<file path="config.mk">
export PLATFORM = sky130hd
export DESIGN_NAME = mult4x4_seg7_display
export DESIGN_NICKNAME = d
export VERILOG_FILES = /design/src/rtl/mult4x4_seg7_display.sv
export SDC_FILE = /design/constraint.sdc
export NUM_CORES = 1
export LEC_CHECK = 0
export ABC_AREA = 0
export CAP_MARGIN = 20
export CORE_UTILIZATION = 49
export CTS_CLUSTER_DIAMETER = 80
export CTS_CLUSTER_SIZE = 20
export DETAILED_ROUTE_END_ITERATION = 10
export GPL_ROUTABILITY_DRIVEN = 0
export PLACE_DENSITY = 0.82
export SETUP_SLACK_MARGIN = 0.4
export SYNTH_ARGS = -nofsm -noshare
export SYNTH_HDL_FRONTEND = slang
export SYNTH_SLANG_ARGS = --single-unit
</file>
<file path="constraint.sdc">
create_clock -name clk -period 11.8 [get_ports clk]
set_clock_uncertainty 0.1 [all_clocks]
set_input_delay 1.77 -clock clk [delete_from_list [all_inputs] [get_ports clk]]
set_output_delay 1.77 -clock clk [all_outputs]
set_load 0.01 [all_outputs]
</file>
<file path="src/rtl/mult4x4_seg7_display.sv">
// mult4x4_seg7_display: registered WIDTH x WIDTH multiply shown as three active-low 7-segment digits.
// Optional build macro LEADING_ZERO_BLANK_EN blanks leading zero hundreds/tens digits.
module mult4x4_seg7_display #(
   parameter int WIDTH = 4
) (
   input  logic             clk,
   input  logic             rst,
   input  logic [WIDTH-1:0] A,
   input  logic [WIDTH-1:0] B,
   output logic [6:0]       out1,
   output logic [6:0]       out2,
   output logic [6:0]       out3
);
   if (WIDTH < 1 || WIDTH > 4) begin : g_bad_width
      $error("mult4x4_seg7_display: WIDTH must be 1..4 so the product fits three digits");
   end
   localparam logic [6:0] SEG_ZERO  = 7'b1000000;
   localparam logic [6:0] SEG_BLANK = 7'b1111111;
   function automatic logic [11:0] to_bcd(input logic [7:0] v);
      logic [19:0] s;
      s = {12'd0, v};
      for (int i = 0; i < 8; i++) begin
         s[11:8]  = (s[11:8]  >= 4'd5) ? s[11:8]  + 4'd3 : s[11:8];
         s[15:12] = (s[15:12] >= 4'd5) ? s[15:12] + 4'd3 : s[15:12];
         s[19:16] = (s[19:16] >= 4'd5) ? s[19:16] + 4'd3 : s[19:16];
         s = s << 1;
      end
      return s[19:8];
   endfunction
   function automatic logic [6:0] seg(input logic [3:0] d);
      case (d)
         4'd0:    seg = 7'b1000000;
         4'd1:    seg = 7'b1111001;
         4'd2:    seg = 7'b0100100;
         4'd3:    seg = 7'b0110000;
         4'd4:    seg = 7'b0011001;
         4'd5:    seg = 7'b0010010;
         4'd6:    seg = 7'b0000010;
         4'd7:    seg = 7'b1111000;
         4'd8:    seg = 7'b0000000;
         4'd9:    seg = 7'b0010000;
         default: seg = 7'b0111111;
      endcase
   endfunction
   logic [WIDTH-1:0] a_q, b_q;
   logic [7:0]       p;
   logic [11:0]      bcd;
   logic [6:0]       n1, n2, n3;
   always_comb begin
      p   = 8'(a_q) * 8'(b_q);
      bcd = to_bcd(p);
      n1  = seg(bcd[3:0]);
`ifdef LEADING_ZERO_BLANK_EN
      n2  = (bcd[11:4] == 8'd0) ? SEG_BLANK : seg(bcd[7:4]);
      n3  = (bcd[11:8] == 4'd0) ? SEG_BLANK : seg(bcd[11:8]);
`else
      n2  = seg(bcd[7:4]);
      n3  = seg(bcd[11:8]);
`endif
   end
   always_ff @(posedge clk) begin
      if (rst) begin
         a_q  <= '0;
         b_q  <= '0;
         out1 <= SEG_ZERO;
`ifdef LEADING_ZERO_BLANK_EN
         out2 <= SEG_BLANK;
         out3 <= SEG_BLANK;
`else
         out2 <= SEG_ZERO;
         out3 <= SEG_ZERO;
`endif
      end else begin
         a_q  <= A;
         b_q  <= B;
         out1 <= n1;
         out2 <= n2;
         out3 <= n3;
      end
   end
endmodule

</file>
======== After elaboration in Yosys (flattened, before gate mapping) ========
Memory sizes are Yosys's and may differ from the RTL's. A register that Yosys moved wholly into a read port is not among the register bits.
Index checks and enable logic that the tools add are counted.
storage, ports and cells
  bits of input ports ..................... 10
  bits in latches ......................... 0
  ROM bits ................................ 336
  bits in writable memories ............... 0
  register bits after elaboration ......... 8
  memories ................................ 3
  output and inout port bits .............. 21
  word-level logic and storage cells ...... 60
memories
  memory           depth  bits a word  rd ports  clocked after Yosys merged registers in  wr ports  RTL line  RTL
  (no name shown)  16     7            1         1                                        0         31        case (d)
  (no name shown)  16     7            1         1                                        0         31
  (no name shown)  16     7            1         1                                        0         31
cells by class
  add/subtract/negate cells ............... 18
  magnitude comparators ................... 18
  divide/modulo/power cells ............... 0
  multiply operators ...................... 1
  muxes and demuxes ....................... 18
  equality and inequality tests ........... 0
  reduce and logical (&&, ||, !) cells .... 0
  bitwise gates (word level) .............. 0
  shifts and indexed selects .............. 0
operators with widths
  operator                number
  $ge A4 B3 Y1 const B    15
  $add A4 B2 Y4 const B   11
  $mux W4                 11
  $mux W3                 7
  $add A3 B2 Y3 const B   4
  $mul A4 B4 Y8           1
  $add A1 B2 Y3 const AB  2
  $ge A1 B3 Y1 const AB   2
  $add A1 B2 Y3 const B   1
  $ge A1 B3 Y1 const B    1

======== Longest topological paths before layout ========
Gate-level depths: netlist of the first run.
  depth after elaboration ................. 15
  gate-level depth with buffers ........... 43
  mapped depth without buffers ............ 42

======== Worst setup path after synthesis of the first run ========
No wires, ideal clock.
  kind .................................... register to register
  from .................................... reg a_q[0]
  to ...................................... reg out2[3]
  cell stages (with the launch flop) ...... 42
  library setup time ...................... 0.074 ns
  path buffers ............................ 1
  path slack .............................. 3.382 ns
  required time ........................... 11.626 ns
  arrival time ............................ 8.244 ns
  period minus slack after synthesis ...... 8.418 ns
  cell sequence ........................... dfxtp_1 > nand2_1 > fa_1 > inv_1 > fa_1 > inv_1 > fa_1 > and2b_1 > o22a_1 > xor2_2 > nand2b_1 > ha_1 > clkbuf_1 > a2111oi_0 > or2_2 > inv_1 > ha_1 > nand2b_1 > (+6 left out) > nor2_1 > a31oi_1 > and2_1 > a21oi_1 > a21o_1 > nand2_1 > ha_1 > a31oi_1 > inv_1 > a211o_1 > and2_1 > ha_1 > nor2b_1 > a31oi_1 > mux2_4 > ha_1 > nand2b_1 > a31oi_1
on the way
  longest elaborated chain between the ends .. 15
  elaborated cells between the ends (all ways) .. 37
  those cells by class .................... add/sub (12); mul (1); order compare (12); mux (12)
ends and longest elaborated chain
  what                                           RTL line  RTL
  from (decl)                                    45        logic [WIDTH-1:0] a_q, b_q;
  from (signal assigned)                         63        a_q <= '0;
  from (signal assigned)                         74        a_q <= A;
  $mul A4 B4 Y8 (*)                              50        p = 8'(a_q) * 8'(b_q);
  $ge A1 B3 Y1 or $add A1 B2 Y3 (tied branches)  23        s[11:8] = (s[11:8] >= 4'd5) ? s[11:8] + 4'd3 : s[11:8];
  $mux W3                                        23
  $add A4 B2 Y4 or $ge A4 B3 Y1 (tied branches)  23
  $mux W4                                        23
  $add A4 B2 Y4 (tied with other cells)          23
  $mux W4 (on tied branches)                     23, 24
  $add A4 B2 Y4 (tied with other cells)          23
  $mux W4 (on tied branches)                     23, 24
  $add A4 B2 Y4 (tied with other cells)          24        s[15:12] = (s[15:12] >= 4'd5) ? s[15:12] + 4'd3 : s[15:12];
  $mux W4 (on tied branches)                     24, 23
  $add A4 B2 Y4 (tied with other cells)          24
  $mux W4 (on tied branches)                     24, 23
  $add A4 B2 Y4 (tied with other cells)          24
  $mux W4 (on tied branches)                     24, 23
  to (decl)                                      11        output logic [6:0] out2,
Every way passes the cells marked *; elsewhere a longest branch is shown, timed or not.
A chain may end at the register's enable or synchronous reset.

======== Worst setup path in the final report of the first run ========
  from .................................... reg b_q[3]
  to ...................................... reg out1[3]
on the way
  longest elaborated chain between the ends .. 15
  elaborated cells between the ends (all ways) .. 22
  those cells by class .................... add/sub (7); mul (1); order compare (7); mux (7)
ends and longest elaborated chain
  what                                           RTL line  RTL
  from (decl)                                    45
  from (signal assigned)                         64        b_q <= '0;
  from (signal assigned)                         75        b_q <= B;
  $mul A4 B4 Y8 (*)                              50
  $ge A1 B3 Y1 or $add A1 B2 Y3 (tied branches)  23
  $mux W3                                        23
  $add A4 B2 Y4 or $ge A4 B3 Y1 (tied branches)  23
  $mux W4                                        23
  $add A4 B2 Y4 or $ge A4 B3 Y1 (tied branches)  23
  $mux W4                                        23
  $ge A4 B3 Y1 or $add A4 B2 Y4 (tied branches)  23
  $mux W4                                        23
  $add A4 B2 Y4 or $ge A4 B3 Y1 (tied branches)  23
  $mux W4 (*)                                    23
  $add A4 B2 Y4 or $ge A4 B3 Y1 (tied branches)  23
  $mux W4 (*)                                    23
  $ge A4 B3 Y1 or $add A4 B2 Y4 (tied branches)  23
  $mux W4 (*)                                    23
  to (decl)                                      10        output logic [6:0] out1,
Marked as above.

==> results of run 1 <==
-- through the flow --
stage                     hold slack (ps)  std cells  power, mW  worst slack (ps)  utilization, %
after floorplan                       545        329      0.218              3380               -
after global placement                614        418      0.257              2700            58.0
after detailed placement              631        418      0.261              2470            58.0
after CTS                             631        422      0.313              2440            58.9
after global routing                  709        422      0.337              1510            58.9
final                                 643        422      0.312              2300            58.9
-- power by group --
part	internal, mW	switching (mW)
registers	0.103	0.00361
logic	0.0685	0.0857
clock network	0.0239	0.0275
-- per-layer routing --
| metal | up-vias | GRT usage, % | share of wire [%] |
|---|---|---|---|
| met5 | - | 0 | 0 |
| met4 | 0 | 8.27 | 1.4 |
| met3 | 8 | 1.92 | 5.2 |
| met2 | 84 | 33.9 | 47 |
| met1 | 1113 | 26.5 | 46 |
| li1 | 1250 | - | - |
-- critical path, delay by kind of cell (launching register included) --
family | cells | cell delay (ps)
buffers and inverters | 6 | 640
muxes | 1 | 320
xor gates and xnor gates | 3 | 1180
AOI/OAI and AO/OA | 7 | 1330
DFF | 1 | 370
and+or+nand+nor | 12 | 2490
adders and majority gates | 8 | 2950
-- logic make-up (layout without fill, tap and decap cells) --
logic type      count (synthesis)  in the layout  share of synthesized area [%]
simple gates                  126            126                           25.8
compound gates                 91             91                           25.2
buf+inv                        33             56                           5.20
fa+ha+maj                      30             30                           15.0
flops                          27             27                           20.1
mux                            14             14                           6.08
xor+xnor                        7              7                           2.55
other cells                     1              1                          0.139
-- cell type report --
cell class,instances,area [µm²],share of cell area (%)
Multi-Input combinational cell,269,2010,65.7
Timing Repair Buffer,29,290,9.46
Sequential cell,27,541,17.6
Clock buffer,3,41.3,1.35
Clock inverter,1,7.51,0.245
Inverter,23,86.3,2.81
Tap cell,70,87.6,2.85
-- sequential cells by signal (all words and copies together) (netlist names) --
| register | count |
|---|---|
| out1 | 7 |
| b_q | 4 |
| a_q | 4 |
| out2 | 7 |
| out3 | 5 |
-- cells in the mapped netlist (2+ instances only) --
cell type	count
a211oi_1	3
a211oi_2	3
a21o_1	6
a21oi_1	17
a22oi_1	2
a31oi_1	9
a41oi_1	3
and2_1	14
and3_1	3
and3b_1	2
buf_4	2
clkbuf_1	5
dfxtp_1	27
fa_1	4
ha_1	26
inv_1	22
mux2_2	5
mux2_4	2
mux2i_1	5
mux2i_2	2
nand2_1	22
nand2b_1	12
nand3_1	10
nand3b_1	2
nand4_1	5
nor2_1	21
nor2b_1	12
nor3_1	6
nor3b_1	2
nor4_1	2
o211ai_1	3
o21a_1	5
o21ai_0	8
o21ai_1	4
o21ai_2	2
o22ai_1	2
o31ai_1	3
or2_1	3
or2_2	2
or3_1	2
xnor2_1	4
xor2_1	2
-- worst min path at each step --
stage                      start       to  slack (ps)  depth (start not counted)
after detailed placement  b_q[0]  out1[0]         630                          4
after global placement    b_q[0]  out1[0]         610                          4
final                     a_q[0]  out1[0]         640                          4
after floorplan           a_q[0]  out1[0]         550                          4
after CTS                 b_q[0]  out1[0]         630                          4
after global routing      a_q[0]  out1[0]         710                          4
==> impl_results.md, run 1 <==
- Share of the yosys chip area belonging to registers: 20.1%
- Reg2reg setup slack: between 2000 and 2500 ps
- Worst path required time: approximately 12000 ps
- Yosys top cell by area: dfxtp_1
- Synth top area share: between 20% and 30%
- Die Area: about 5800 µm²
- Yosys warns: 0
- GRT Util Overall: 20.2%
- Cell area after placement: 3020 µm²
- CP max stage cell: xnor2_1
- Leading cell type in the layout, fill and taps excluded: clkdlybuf4s50_1
- Leakage: 1.33 nW
- Post-synth EDFFs: 0
- Startpoint types: flop
- Slew at the pin closest to its max-slew limit: ~930 ps
- Largest net degree at the start of global routing: 29
- Crit path from: b_q[3]
- Routed vias: roughly 2.5k
- FF-to-FF Start: b_q[3]
- Critical Path Fanout Max: 11
- Die Wd: between 70 and 80 µm
- Synth Instances: about 330
- Most frequent cells in the layout: clkdlybuf4s50_1, dfxtp_1, ha_1
- Initial Util: about half
- Layout cells sized above 1: approximately 8.2%
- Die height: about 76 µm
- FILL cells: about 470
- Vias per inst: 5.82
- N_diodes: 0
- RSZ-0062 raised after global routing: no
- Slew HR: a little under two fifths
- CP peak stage delay: between 600 and 700 ps
- Placement Rows: 26
- Fin crit share: between 80% and 90%
- Ys async rst share: 0%
- Count of final setup violators: 0
- Initial antenna violation count: 0
- Synth area leaders: dfxtp_1, ha_1, and2_1, a21oi_1, inv_1
- Top_reg_cell synth: dfxtp_1
- Yosys reg bits: 27
- Clock Path Buffers: 2
- Max VDD drop: roughly 0.000058 V
- P&R area growth vs syn: 13.8%
- Setup TNS: 0 ps
- Hold Crit Class: reg2reg
- Fmax: approximately 110 MHz
- Final Max Slew Viols: 0
- Post-route cell area: just over 3000 µm²
- Worst Reg-to-Reg Cells: 37
- Synth Cell Area: 2700 µm²
- Residual DRC: 0
- Crit path time final: 9500 ps
- Kind of end point of the critical path: flop
- Io pins: 31
- Root Buffer Master: clkbuf_8
- Status: finished clean
- Cell area power density: a little over 100 nW/µm²
- Final Hold Vio Count: 0
- Max Cap Viol: 0
- HPWL Detailed: 4.42 mm
- Syn Area/Cell: roughly 8 µm²
- Worst path most repeated cell: inv_1
- TritonCTS buffer count: 3
- Gr ovfl total: 0
- Routed length per instance: around 13 µm
- Synthesized Nets: between 300 and 400
- CP Class: reg2reg
- DR iter-0 viols: between 80 and 90
- Antenna Nets Post-Route: 0
- First-pass GRT wire length: 9.87 mm
- PortBufs: 29
- Number of global-route vias before repair: approximately 2.2k
- # clock sinks: 27
- Worst R2R End: out1[3]
- # hold bufs at CTS: 0
- Clk Latency, worst-skew pair: between 200 and 300 ps
- H-tree levels: 1
- CP arrival: roughly 9500 ps
- Core ar.: 5200 µm²
- Routed wire length: approximately 5.6 mm
- CTS tree: yes
- Final net count: a little under 400
- Number of distinct library cells after synthesis: 75
- Postcts setup bufs: 0
- Clock Pin Slew Worst Setup and Hold Paths: roughly 90 ps
- DR pass1 iterations: 5
- CTS-repair resized insts: 0
- Critical Path Sink: out1[3]
No activity file was read; power rests on OpenSTA's default activity.
==> inputs of run 2 (changes only) <==
- PLACE_DENSITY: 0.82 -> 0.85
- clock period: 11.8 -> 7.94 ns (I/O delays scaled with it)
==> impl_results.md, run 2 (synthesized netlist as in run 1, its figures left out) <==
- Critical Path Fanout Max: 6 (-5)
- Antenna Nets Post-Route: 0 (unchanged)
- Finished Layout Cells: 465 (+10%)
- # clock sinks: 27 (unchanged)
- Largest registers: out1 (7), out2 (7), out3 (5)
- Max Cap Viol: 0 (unchanged)
- Number of global-route vias before repair: 2645 (+18%)
- Gr ovfl total: 0 (unchanged)
- GRT Util Overall: 25.1% (+4.9 points)
- Routed vias: 2828 (+15%)
- Core ar.: 5200 µm² (unchanged)
- CP max stage cell: fa_2
- Largest net degree at the start of global routing: 29 (unchanged)
- Worst path most repeated cell: ha_4
- Reg2reg setup slack: 140 ps (-2170 ps)
- Die Wd: 76.2 µm (unchanged)
- Crit path time final: 7800 ps (-1690 ps)
- Root Buffer Master: clkbuf_8
- Slew at the pin closest to its max-slew limit: 1080 ps (+155 ps)
- CP Class: reg2reg
- Slew HR: 27.6% (-10 points)
- TritonCTS buffer count: 3 (unchanged)
- RSZ-0062 raised after global routing: yes
- Hold Crit Class: reg2reg
- Kind of end point of the critical path: flop
- Initial antenna violation count: 0 (unchanged)
- Final Max Slew Viols: 0 (unchanged)
- Residual DRC: 0 (unchanged)
- Most frequent cells in the layout: buf_4, clkdlybuf4s50_1, dfxtp_1
- Worst R2R End: out2[3]
- CTS tree: yes
- Clock Path Buffers: 2 (unchanged)
- Initial Util: 51.8% (unchanged)
- H-tree levels: 1 (unchanged)
- Fin worst setup slack: 135 ps (-2170 ps)
- Worst path required time: 7940 ps (-3890 ps)
- Leakage: 1.61 nW (+21%)
- Max VDD drop: 0.000116 V (+100%)
- Count of final setup violators: 0 (unchanged)
- CP arrival: 7810 ps (-1720 ps)
- PortBufs: 29 (unchanged)
- Layout cells sized above 1: 34.7% (+26 points)
- Final net count: 436 (+11%)
- DR pass1 iterations: 4 (-1)
- Fin crit share: 98.3% (+18 points)
- Routed length per instance: 17.2 µm (+29%)
- Cell area power density: 147 nW/µm² (+45%)
- Die height: 76.2 µm (unchanged)
- Final core utilization: 74.0% (+15 points)
- HPWL Detailed: 4.89 mm (+11%)
- Placed cells: 431 (+3.1%)
- Vias per inst: 6.08 (+4.5%)
- Startpoint types: flop
- Clock Pin Slew Worst Setup and Hold Paths: 90 ps (about the same)
- Dpl ws: -179 ps (-2650 ps)
- DR iter-0 viols: 203 (+140%)
- Min Hold Slack: 663 ps (+19.3 ps)
- Io pins: 31 (unchanged)
- Setup TNS: 0 ps (unchanged)
- Final Hold Vio Count: 0 (unchanged)
- Status: finished clean
- # hold bufs at CTS: 0 (unchanged)
- FF-to-FF Start: a_q[0]
- Crit path from: a_q[0]
- Critical Path Sink: out2[3]
- Clk Latency, worst-skew pair: 270 ps (about the same)
- Die Area: 5800 µm² (unchanged)
- P&R area growth vs syn: 43.0%
- Leading cell type in the layout, fill and taps excluded: buf_4
- Routed wire length: 7.99 mm (+42%)
- N_diodes: 0 (unchanged)
- Hold wc startpoint: b_q[0]
- First-pass GRT wire length: 12.3 mm (+24%)
- Worst Reg-to-Reg Cells: 42 (+14%)
- Fmax: 128 MHz (+22%)
- Placement Rows: 26 (unchanged)
- CP peak stage delay: 570 ps (-90 ps)
run 2: changes by cell type in the layout (fill, tap and decap cells not counted), sizes merged:
cell      previous run  this run
clkinv               1         2
buf                  0        43
clkinvlp             1         0
run 2: metrics by stage:
stage                     total power [mW]  area [µm²]
after global placement               0.414        3280
after detailed placement             0.424        3280
final                                0.567        3850
after global routing                 0.600        3850
after floorplan                      0.341        2870
after CTS                            0.524        3600
run 2: power breakdown:
part	internal [mW]	switching, mW	leakage (nW)
logic	0.158	0.174	1.36
clock network	0.0351	0.0399	0.0255
registers	0.154	0.00663	0.224
total	0.346	0.221	1.61
run 2: layer usage:
layer / part of all wire (%) / global-route usage, %
met1: 41 / 31.4
met5: 0 / 0
met3: 5.5 / 3.83
met2: 51 / 44.5
met4: 2.1 / 6.92
run 2: worst max-delay path, delay by kind of cell, from the launching register on:
| family | cells | cell delay (ps) |
|---|---|---|
| adders and majority gates | 9 | 2580 |
| buffers and inverters | 7 | 440 |
| DFF | 1 | 370 |
| xor gates and xnor gates | 2 | 240 |
| and+or+nand+nor | 15 | 2420 |
| muxes | 1 | 350 |
| AOI/OAI and AO/OA | 8 | 1120 |
run 2: final cells by class:
class / count / area [µm²]
Clock buffer: 3 / 41.3
Clock inverter: 1 / 5.00
Fill cell: 324 / 1350
Inverter: 23 / 96.3
Multi-Input combinational cell: 269 / 2440
Sequential cell: 27 / 548
Tap cell: 70 / 87.6
Timing Repair Buffer: 72 / 637
run 2: worst min path at each step:
stage	slack, ps	cells after the start	end
finish	660	4	out1[0]
global route	720	4	out1[0]
CTS	620	4	out1[0]
detailed placement	610	4	out1[0]
global placement	590	4	out1[0]
floorplan	550	4	out1[0]
run 2: timing repair:
action                                  4_1_cts  5_1_grt
gates resized for setup                      22       37
buffers inserted                             23        7
cloned                                        0        0
pin swaps                                    18       25
endpoints found under the setup margin       18       18
==> inputs of run 3 (changes only) <==
- SKIP_LAST_GASP: unset -> 1
==> impl_results.md, run 3 (synthesized netlist as in run 1, its figures left out) <==
- Status: finished clean
- Layout cells sized above 1: 34.4% (-0.25 points)
- Crit path from: a_q[0]
- CP Class: reg2reg
- Io pins: 31 (unchanged)
- Slew at the pin closest to its max-slew limit: 1080 ps (+1.81 ps)
- Final core utilization: 73.9% (-0.096 points)
- CP peak stage delay: 570 ps (about the same)
- Hold wc startpoint: a_q[0]
- # clock sinks: 27 (unchanged)
- Slew HR: 27.5% (-0.12 points)
- Kind of end point of the critical path: flop
- Fin crit share: 98.4% (+0.13 points)
- Worst path most repeated cell: ha_4
- Most frequent cells in the layout: buf_4, clkdlybuf4s50_1, dfxtp_1
- HPWL Detailed: 4.89 mm (unchanged)
- Gr ovfl total: 0 (unchanged)
- CP max stage cell: fa_2
- Min Hold Slack: 676 ps (+13.2 ps)
- Largest net degree at the start of global routing: 29 (unchanged)
- Leading cell type in the layout, fill and taps excluded: buf_4
- Die Area: 5800 µm² (unchanged)
- CP top delay family: adder cells
- Initial antenna violation count: 0 (unchanged)
- Worst R2R End: out2[3]
- Antenna Nets Post-Route: 0 (unchanged)
- Final Hold Vio Count: 0 (unchanged)
- Routed length per instance: 17.5 µm (+2.1%)
- Initial Util: 51.8% (unchanged)
- Vias per inst: 6.23 (+2.4%)
- Die Wd: 76.2 µm (unchanged)
- Residual DRC: 0 (unchanged)
- Final Max Slew Viols: 0 (unchanged)
- Hold Crit Class: reg2reg
- Die height: 76.2 µm (unchanged)
- Max VDD drop: 0.000115 V (-0.11%)
- Fmax: 128 MHz (-0.13%)
- Leakage: 1.60 nW (-0.36%)
- P&R area growth vs syn: 42.8%
- Critical Path Fanout Max: 6 (unchanged)
- Worst Hold Path EP: out1[0]
- TritonCTS buffer count: 3 (unchanged)
- Routed wire length: 8.16 mm (+2.1%)
- PortBufs: 29 (unchanged)
- DR iter-0 viols: 199 (-2.0%)
- FF-to-FF Start: a_q[0]
- Crit path time final: 7820 ps (+10.1 ps)
- CP arrival: 7820 ps (about the same)
- Startpoint types: flop
- Placement Rows: 26 (unchanged)
- N_diodes: 0 (unchanged)
- Clk Latency, worst-skew pair: 270 ps (about the same)
- Worst path required time: 7950 ps (about the same)
- Number of global-route vias before repair: 2645 (unchanged)
- Count of final setup violators: 0 (unchanged)
- Cell area power density: 148 nW/µm² (+0.38%)
- Reg2reg setup slack: 120 ps (about the same)
- CTS tree: yes
- Worst Reg-to-Reg Cells: 42 (unchanged)
- Buf+Inv Stages, Crit Path: 7 (unchanged)
- Hold path cells: 4 (unchanged)
- First-pass GRT wire length: 12.3 mm (unchanged)
- Clock Pin Slew Worst Setup and Hold Paths: 90 ps (about the same)
- DR pass1 iterations: 7 (+3)
- Final net count: 436 (unchanged)
- H-tree levels: 1 (unchanged)
- Setup TNS: 0 ps (unchanged)
- Clock Path Buffers: 2 (unchanged)
- RSZ-0062 raised after global routing: yes
- Largest registers: out1 (7), out2 (7), out3 (5)
- Max Cap Viol: 0 (unchanged)
- GRT Util Overall: 25.1% (unchanged)
- # hold bufs at CTS: 0 (unchanged)
- Core ar.: 5200 µm² (unchanged)
- Routed vias: 2895 (+2.4%)
- Root Buffer Master: clkbuf_8
[run 3: cell counts in the layout (fill, tap and decap cells not counted)]
Identical to the previous run, type by type.
[run 3: stage by stage]
stage | worst slack, ps | instance area (µm²) | cells | power [mW]
6_report | 125 | 3850 | 465 | 0.568
2_1_floorplan | 216 | 2870 | 329 | 0.341
3_5_place_dp | -179 | 3280 | 431 | 0.424
5_1_grt | -101 | 3850 | 465 | 0.600
4_1_cts | 154 | 3600 | 458 | 0.524
3_3_place_gp | 85.0 | 3280 | 431 | 0.414
[run 3: per-layer routing]
layer  part of all wire [%]  GRT usage [%]
met1                     40           31.4
met2                     51           44.5
met3                    6.6           3.83
met4                    2.6           6.92
met5                      0              0
[run 3: worst min-delay path, cell delays in order (launching register included)]
cell and delay, ps:
dfxtp_2 350, nand2_1 160, nor2_1 60, nand3_1 80
o31ai_1 80
[run 3: power by group]
group / internal (mW) / switching (mW)
Combinational: 0.157 / 0.175
Sequential: 0.154 / 0.00656
Clock: 0.0351 / 0.0408
Total: 0.346 / 0.223
[run 3: area by class of cell]
type	count	area [µm²]
clock buffers	3	41.3
clock inverters	1	5.00
fillers	325	1360
inverters	23	96.3
multi-input cells	269	2430
flip-flops and latches	27	548
well taps	70	87.6
repair buffers	72	637
[run 3: repair_timing]
action                     4_1_cts  5_1_grt
resized for setup               22       36
buffers inserted                23        7
setup endpoints to repair       18       18
gates cloned                     0        0
pin swaps                       18       25
[run 3: worst max-delay path by stage]
stage	slack, ps	to	depth (start not counted)
after floorplan	220	out2[3]	41
after global placement	90	out2[3]	40
after detailed placement	-180	out2[3]	40
after CTS	150	out2[3]	40
after global routing	-100	out1[5]	33
final	120	out2[3]	42
